<file path="src/rtl/led_pattern_pkg.sv">
// led_pattern_pkg: shared widths, FSM state type and centre-expanding bar patterns.
package led_pattern_pkg;
    localparam int LED_W = 16;
    localparam int MAX_LEVEL = 8;
    localparam int LVL_W = 4;
    typedef enum logic {HUNT, LOCKED} state_t;
    localparam logic [LED_W-1:0] P0 = 16'h0000;
    localparam logic [LED_W-1:0] P1 = 16'h0180;
    localparam logic [LED_W-1:0] P2 = 16'h03C0;
    localparam logic [LED_W-1:0] P3 = 16'h07E0;
    localparam logic [LED_W-1:0] P4 = 16'h0FF0;
    localparam logic [LED_W-1:0] P5 = 16'h1FF8;
    localparam logic [LED_W-1:0] P6 = 16'h3FFC;
    localparam logic [LED_W-1:0] P7 = 16'h7FFE;
    localparam logic [LED_W-1:0] P8 = 16'hFFFF;
    localparam logic [LED_W-1:0] PAT [MAX_LEVEL+1] = '{P0, P1, P2, P3, P4, P5, P6, P7, P8};
endpackage

</file>
<file path="src/rtl/led_bar_decode.sv">
// led_bar_decode: combinational match of led against the legal bar patterns.
module led_bar_decode
    import led_pattern_pkg::*;
(
    input  logic [LED_W-1:0] led,
    output logic             legal,
    output logic [LVL_W-1:0] lvl
);
    always_comb begin
        legal = 1'b0;
        lvl = '0;
        for (int k = 0; k <= MAX_LEVEL; k++) begin
            if (led == PAT[k]) begin
                legal = 1'b1;
                lvl = LVL_W'(k);
            end
        end
    end
endmodule

</file>
<file path="config.mk">
export PLATFORM = sky130hd
export DESIGN_NAME = led_bar_decode
export DESIGN_NICKNAME = d
export VERILOG_FILES = /design/src/rtl/led_pattern_pkg.sv /design/src/rtl/led_bar_decode.sv
export SDC_FILE = /design/constraint.sdc
export NUM_CORES = 1
export LEC_CHECK = 0
export ABC_AREA = 1
export CORE_AREA = 2 2 39 41
export DETAILED_ROUTE_END_ITERATION = 12
export DIE_AREA = 0 0 41 43
export SYNTH_ARGS = -nofsm -noshare
export SYNTH_HDL_FRONTEND = slang
export SYNTH_SLANG_ARGS = --single-unit
</file>
<file path="constraint.sdc">
create_clock -name vclk -period 1.74
set_clock_uncertainty 0.2 [all_clocks]
set_input_delay 0.435 -clock vclk [all_inputs]
set_output_delay 0.435 -clock vclk [all_outputs]
set_load 0.03 [all_outputs]
</file>
# Word-level counts from Yosys, hierarchy flattened
# Cells that the tools add are included.
[totals]
regBits = 0
in_bits = 16
output_inout_bits = 5
wordCells = 26
[op_classes]
eq_ne = 8
mux = 17
reduce_logical = 1
[op_table]
columns = ["op", "count"]
rows = [
  ["$mux 4", 7],
  ["$eq 16x10->1 const B", 1],
  ["$eq 16x11->1 const B", 1],
  ["$eq 16x12->1 const B", 1],
  ["$eq 16x13->1 const B", 1],
  ["$eq 16x14->1 const B", 1],
  ["$eq 16x15->1 const B", 1],
  ["$eq 16x16->1 const B", 1],
  ["$eq 16x9->1 const B", 1],
  ["$logic_not 16->1", 1],
  ["$mux 1", 10],
]

# Depth between registers and ports, before layout
# Gate-level depths: netlist of run 1.
[depth]
word_depth = 10
mapped_depth = 8
ltp_nobuf = 8

# Worst setup path after synthesis of run 1
# OpenSTA, ideal clock, no wires.
[synth_path]
kind = "input -> output"
from = "input led[1]"
to = "output lvl[1]"
arrival_time_ps = 1189
required_ps = 1105
setup_slack_ps = -84
path_stages = 6
n_path_buf = 0
path_cell_list = "nor2_2 nand2_4 nor2_4 nand3_1 nand2_1 or2_1"
[synth_between]
elab_chain_len = 8
word_cells_on_any_way = 14
classes_between = "eq/ne (7); mux (7)"
[synth_lines]
columns = ["element", "line_no", "rtl"]
rows = [
  ["from (decl)", "led_bar_decode.sv:5", "input logic [LED_W-1:0] led,"],
  ["$eq 16x10->1", "led_bar_decode.sv:13", "if (led == PAT[k]) begin"],
  ["$mux 4 (6 in series)", "led_bar_decode.sv:13", ""],
  ["$mux 4 *", "led_bar_decode.sv:13", ""],
  ["to (decl)", "led_bar_decode.sv:7", "output logic [LVL_W-1:0] lvl"],
]
# Every way passes the cells marked *; elsewhere a longest branch is shown, timed or not.

# Worst setup path in the final report of run 1
[layout_path]
from = "input led[3]"
to = "output lvl[1]"
# Same word-level chain as after synthesis.

==> results of run 1 <==
==> worst max-delay path, stage by stage <==
cell and delay, ps:
buf_4 120, nor2_4 90, nand2_2 60, nor2_4 180
nand3_2 100, nand2_2 80, or2_4 110, buf_6 120
==> cells by family (layout without fill, tap and decap cells) <==
| group | count (synthesis) | in the layout |
|---|---|---|
| buf+inv | 10 | 41 |
| simple gates | 57 | 57 |
| compound gates | 1 | 1 |
==> cells in the final DEF, fill, tap and decap left out <==
cell type and n:
nand2_1 12, nor2_1 7, or2_4 1, a21oi_2 1
nand3_2 4, buf_2 3, inv_2 2, nand2_4 4
buf_6 20, nand4_1 2, buf_4 8, nand2_2 10
nand3_1 3, nor2_4 9, nor3_1 1, inv_1 8
nor2_2 4
==> per-layer routing <==
| layer | global-route usage, % | up-vias | wire length (µm) |
|---|---|---|---|
| met3 | 0 | 0 | 32 |
| met1 | 13.29 | 212 | 354 |
| met2 | 23.13 | 9 | 540 |
| met5 | 0 | - | 0 |
| li1 | - | 271 | - |
| met4 | 0 | 0 | 0 |
==> power by group through the flow <==
stage	Combinational (mW)	Clock, mW	Sequential, mW
floorplan	0.0274	0	0
finish	0.109	0	0
CTS	0.104	0	0
global route	0.119	0	0
global placement	0.0851	0	0
detailed placement	0.0856	0	0
==> path summary, 6_finish.rpt <==
check,cells after the start,end,slack [ps]
worst min-delay path,6,lvl[3],1100
worst max-delay path,8,lvl[1],-200
==> metrics by stage <==
| step | area [µm²] | hold slack, ps | std cells | worst slack, ps | util (%) |
|---|---|---|---|---|---|
| after floorplan | 335.3 | 899.4 | 68 | -17.64 | - |
| after global placement | 605.6 | 1502 | 112 | -626.3 | 43.76 |
| after detailed placement | 605.6 | 1504 | 112 | -644.6 | 43.76 |
| after CTS | 723.2 | 1130 | 115 | -227.4 | 52.26 |
| after global routing | 753.2 | 1139 | 115 | -283.8 | 54.43 |
| final | 753.2 | 1105 | 115 | -204.3 | 54.43 |
==> layout make-up <==
| class | count | share of cell area [%] |
|---|---|---|
| inverter | 10 | 4.983 |
| multi-input combinational | 58 | 52.49 |
| tap | 16 | 2.658 |
| timing repair buffer | 31 | 39.87 |
==> timing repair <==
action	4_1_cts	5_1_grt
pin swaps	26	10
endpoints found under the setup margin	5	5
setup buffers	3	0
gates resized for setup	106	9
==> impl_results.md, run 1 <==
* Setup-failing EPs final at 5
* I/O Buffers at 21
* Drt pass-1 iters at 2
* Mux contribution to synthesized area at 0%
* Hold Vio Cnt, Final at 0
* Die area at 0.001763 mm²
* Synth Area in Compound Gates at ~2.7%
* Initial drt markers at 2
* LEAKAGE at just under 0.4 nW
* Seq cells at 0
* First-pass GRT wire length at 1.504 mm
* Largest net degree at the start of global routing at 6
* Slew @ Worst Pin at approximately 250 ps
* Total Wirelength at ~930 µm
* Largest family of logic cells by synthesized area: simple AND/OR/NAND/NOR gates
* Critical Path Sink Type: primary output
* Core box area at 0.001384 mm²
* Starting density of the core at 23.51%
* VDD IR-drop max at 85.64 µV
* Hpwl dp at between 700 and 800 µm
* Crit-path max FO at 5
* Syn_area_per_cell at ~4.8 µm²
* Antenna viol nets, final at 0
* Max Slew Vio Count at 0
* Clock Power Share at 0%
* PnR Total Power at ~0.11 mW
* Diodes inserted at 0
* Rows at 14
* Req. time, crit path at ~1100 ps
* Layout cells sized above 1 at between 60 and 70%
* WP data arrival at 1310 ps
* Logic pwr share at 100.0%
* Final WS setup at -204.3 ps
* Status: finished, violations left
* Max capacitance violation total at 0
* Reg power frac at 0%
* Initial antenna violation count at 0
* Horiz. Die Dim at 41 µm
* Area leader, netlist: nand2_1
* Fin nets at 117
* Multi-input gate area at slightly below 400 µm²
* Total negative slack at -808.1 ps
* Post-synthesis simple-gate area fraction at a little under nine tenths
* Fmax at slightly above 0.5 GHz
* Via/cell ratio at around 4.3
* YS warnings at 0
* Area grow syn2layout at 131.5%
* Sw Share at between 40 and 50%
* Commonest cells in the netlist: 24 x nand2_1, 15 x nor2_1, 9 x inv_1
* XOR/XNOR Fraction of Synth Area at 0%
* PwrDens at ~150 mW/mm²
* Count leader, synth: nand2_1
* Slew headroom at 83.43%
* Distinct cells, synth at 14
* Adder-cell share of the synthesized area at 0%
* Sequential share of the synthesized area at 0%
* Drt wl/cell at 8.061 µm
* Violations in the final reports: setup timing
* Vias in the first global route at 410
* Worst min-delay path class: input port to primary output
* Synthesized cell area at about 330 µm²
* CLK BUF at 0
* Register Area at 0 µm²
* Cells after synthesis at 68
* RSZ-0062 raised after global routing: true
* Global route overflow at 0
* Synthesized Nets at 84
* Switching pwr at a little under 0.05 mW
* Via count at just under 500
* Worst Hold Launch: led[0]
* Yosys top cell area share at between 20% and 30%
* Crit path time final at a little under 2000 ps
* Start point of the critical path: led[3]
* Die Ht at approximately 43 µm
* DRC viols at 0
* CP Class: input port to primary output
* Hold buffers post-CTS at 0
* Gpl congestion at 0.7576
* Final critical-path share of the clock period at 111.7%
* Crit path launch type: input port
* Fill count at between 100 and 150
* P_int at 0.06002 mW
* GRT Resource Usage Total at a little under an eighth
* I/O pin total at 21
* Area contributors post-synth: nand2_1 28%, nor2_1 17%, inv_1 10%, nor2_4 10%, nand3_1 7.7%
No activity file was read; power rests on OpenSTA's default activity.
==> run 2, diff against run 1 <==
- CELL_PAD_IN_SITES_DETAIL_PLACEMENT: unset -> 1
- CELL_PAD_IN_SITES_GLOBAL_PLACEMENT: unset -> 1
- CORE_AREA: 2 2 39 41 -> unset
- CORE_UTILIZATION: unset -> 23
- DIE_AREA: 0 0 41 43 -> unset
- PLACE_DENSITY_LB_ADDON: unset -> 0.1
==> run 2 against run 1 <==
Net effect:
- maximum frequency down 6.0%
- sequential share of layout area unchanged
- global-route usage up 8.7 points
- the flow still finishes with violations (setup timing)
- highest routed layer is now met4
- largest cell class unchanged
- flip-flop and latch count unchanged
- setup slack worse by 120 ps
- largest power group unchanged
==> impl_results.md, run 2 (synthesized netlist as in run 1, its figures left out) <==
* Hold path endpoint: lvl[3] (unchanged)
* Area grow syn2layout at 144.2% (was 131.5%)
* Violations in the final reports: setup timing (unchanged)
* Die area at 0.001569 mm² (was 0.001763 mm²)
* Final WS setup at -327.5 ps (was -204.3 ps)
* Final critical-path share of the clock period at 118.8% (was 111.7%)
* Register Area at 0 µm² (unchanged)
* Crit-path max FO at 4 (was 5)
* I/O pin total at 21 (unchanged)
* Slew @ Worst Pin at 278.7 ps (was 246.6 ps)
* VDD IR-drop max at 109.1 µV (was 85.64 µV)
* Fmax at 0.4837 GHz (was 0.5143 GHz)
* Critical Path Sink Type: primary output (unchanged)
* Drt pass-1 iters at 4 (was 2)
* Core box area at 0.001301 mm² (was 0.001384 mm²)
* Worst Hold Launch: led[0] (unchanged)
* Hold buffers post-CTS at 0 (unchanged)
* Slew headroom at 81.27% (was 83.43%)
* Setup-failing EPs final at 5 (unchanged)
* First-pass GRT wire length at 2.194 mm (was 1.504 mm)
* Fin util at 61.06% (was 54.43%)
* Largest net degree at the start of global routing at 6 (unchanged)
* Hold path cells at 6 (unchanged)
* WP data arrival at 1430 ps (was 1310 ps)
* Final Cell Area at 794.5 µm² (was 753.2 µm²)
* WHS at 1122 ps (was 1105 ps)
* Hpwl dp at 984.9 µm (was 732.5 µm)
* I/O Buffers at 21 (unchanged)
* Total Wirelength at 1.849 mm (was 927 µm)
* Inst Count DP at 112 (unchanged)
* Seq cells at 0 (unchanged)
* Worst min-delay path class: input port to primary output (unchanged)
* Crit path time final at 2067 ps (was 1944 ps)
* RSZ-0062 raised after global routing: true (unchanged)
* Initial antenna violation count at 0 (unchanged)
* CP Class: input port to primary output (unchanged)
* Hold Vio Cnt, Final at 0 (unchanged)
* Initial drt markers at 5 (was 2)
* PwrDens at 155.6 mW/mm² (was 145.3 mW/mm²)
* Via/cell ratio at 4.871 (was 4.278)
* Layout cells sized above 1 at 68.32% (was 66.67%)
* Most frequent cells in the layout: 18 x buf_6, 12 x nand2_1, 9 x nand2_2 (was 20 x buf_6, 12 x nand2_1, 10 x nand2_2, 9 x nor2_4)
* Post-Layout Cell Count at 116 (was 115)
* Max capacitance violation total at 0 (unchanged)
* Crit path launch type: input port (unchanged)
* Multi-input gate area at 400.4 µm² (was 395.4 µm²)
* DRC viols at 0 (unchanged)
* Drt wl/cell at 15.94 µm (was 8.061 µm)
* Total negative slack at -1226 ps (was -808.1 ps)
* Via count at 565 (was 492)
* Rows at 13 (was 14)
* Status: finished, violations left (unchanged)
* Fill count at 171 (was 139)
* Req. time, crit path at 1100 ps (about the same)
* Horiz. Die Dim at 39.61 µm (was 41 µm)
* Fin nets at 119 (was 117)
* Placed inst area at 611.8 µm² (was 605.6 µm²)
* Diodes inserted at 0 (unchanged)
* Vias in the first global route at 514 (was 410)
* Commonest non-fill, non-tap cell in the layout: buf_6 (unchanged)
* Starting density of the core at 25.00% (was 23.51%)
* LEAKAGE at 0.4153 nW (was 0.3861 nW)
* Global route overflow at 0 (unchanged)
* CLK BUF at 0 (unchanged)
* Antenna viol nets, final at 0 (unchanged)
* Gpl congestion at 0.7621 (was 0.7576)
* Max Slew Vio Count at 0 (unchanged)
* Die Ht at 39.61 µm (was 43 µm)
* GRT Resource Usage Total at 20.33% (was 11.59%)
-- run 2: cell type report --
type / count / area share (%)
inverters: 10 / 4.724
multi-input cells: 58 / 50.39
well taps: 15 / 2.362
repair buffers: 33 / 42.52
-- run 2: worst max path at each step --
stage,depth (start not counted),to,startpoint
6_report,9,legal,led[11]
5_1_grt,9,legal,led[0]
4_1_cts,8,lvl[1],led[15]
3_5_place_dp,8,legal,led[10]
3_3_place_gp,8,legal,led[10]
2_1_floorplan,5,lvl[0],led[2]
-- run 2: critical path, stage by stage --
cell     delay, ps
buf_6          110
nor2_1         130
nand2_1        150
nor2_1         180
nand2_1        100
nand3_2        100
nor2_2          50
nand2_2         60
buf_6          120
-- run 2: metal layers --
metal | routed length [µm] | vias to the layer above | track usage (%)
met4 | 70 | 0 | 5.172
met5 | 0 | - | 0
met1 | 684 | 262 | 23.00
met2 | 1058 | 17 | 40.57
li1 | - | 278 | -
met3 | 36 | 8 | 0
-- run 2: metrics by stage --
stage / power [mW] / worst slack [ps]
6_report: 0.1236 / -327.5
5_1_grt: 0.1312 / -352.9
4_1_cts: 0.1022 / -246.4
3_5_place_dp: 0.09083 / -666.2
3_3_place_gp: 0.08736 / -629.0
2_1_floorplan: 0.02739 / -17.64
-- run 2: repair_timing --
| action | CTS | global route |
|---|---|---|
| endpoints found under the setup margin | 5 | 5 |
| resized for setup | 109 | 19 |
| pin swaps | 26 | 12 |
| endpoints found under the hold margin | 0 | 0 |
| setup buffers | 2 | 2 |
-- run 2: where the power goes --
group / switching [mW] / internal [mW] / leakage, nW / total, mW
Sequential: 0 / 0 / 0 / 0
Combinational: 0.0570 / 0.0666 / 0.415 / 0.124
Clock: 0 / 0 / 0 / 0
Total: 0.0570 / 0.0666 / 0.415 / 0.124
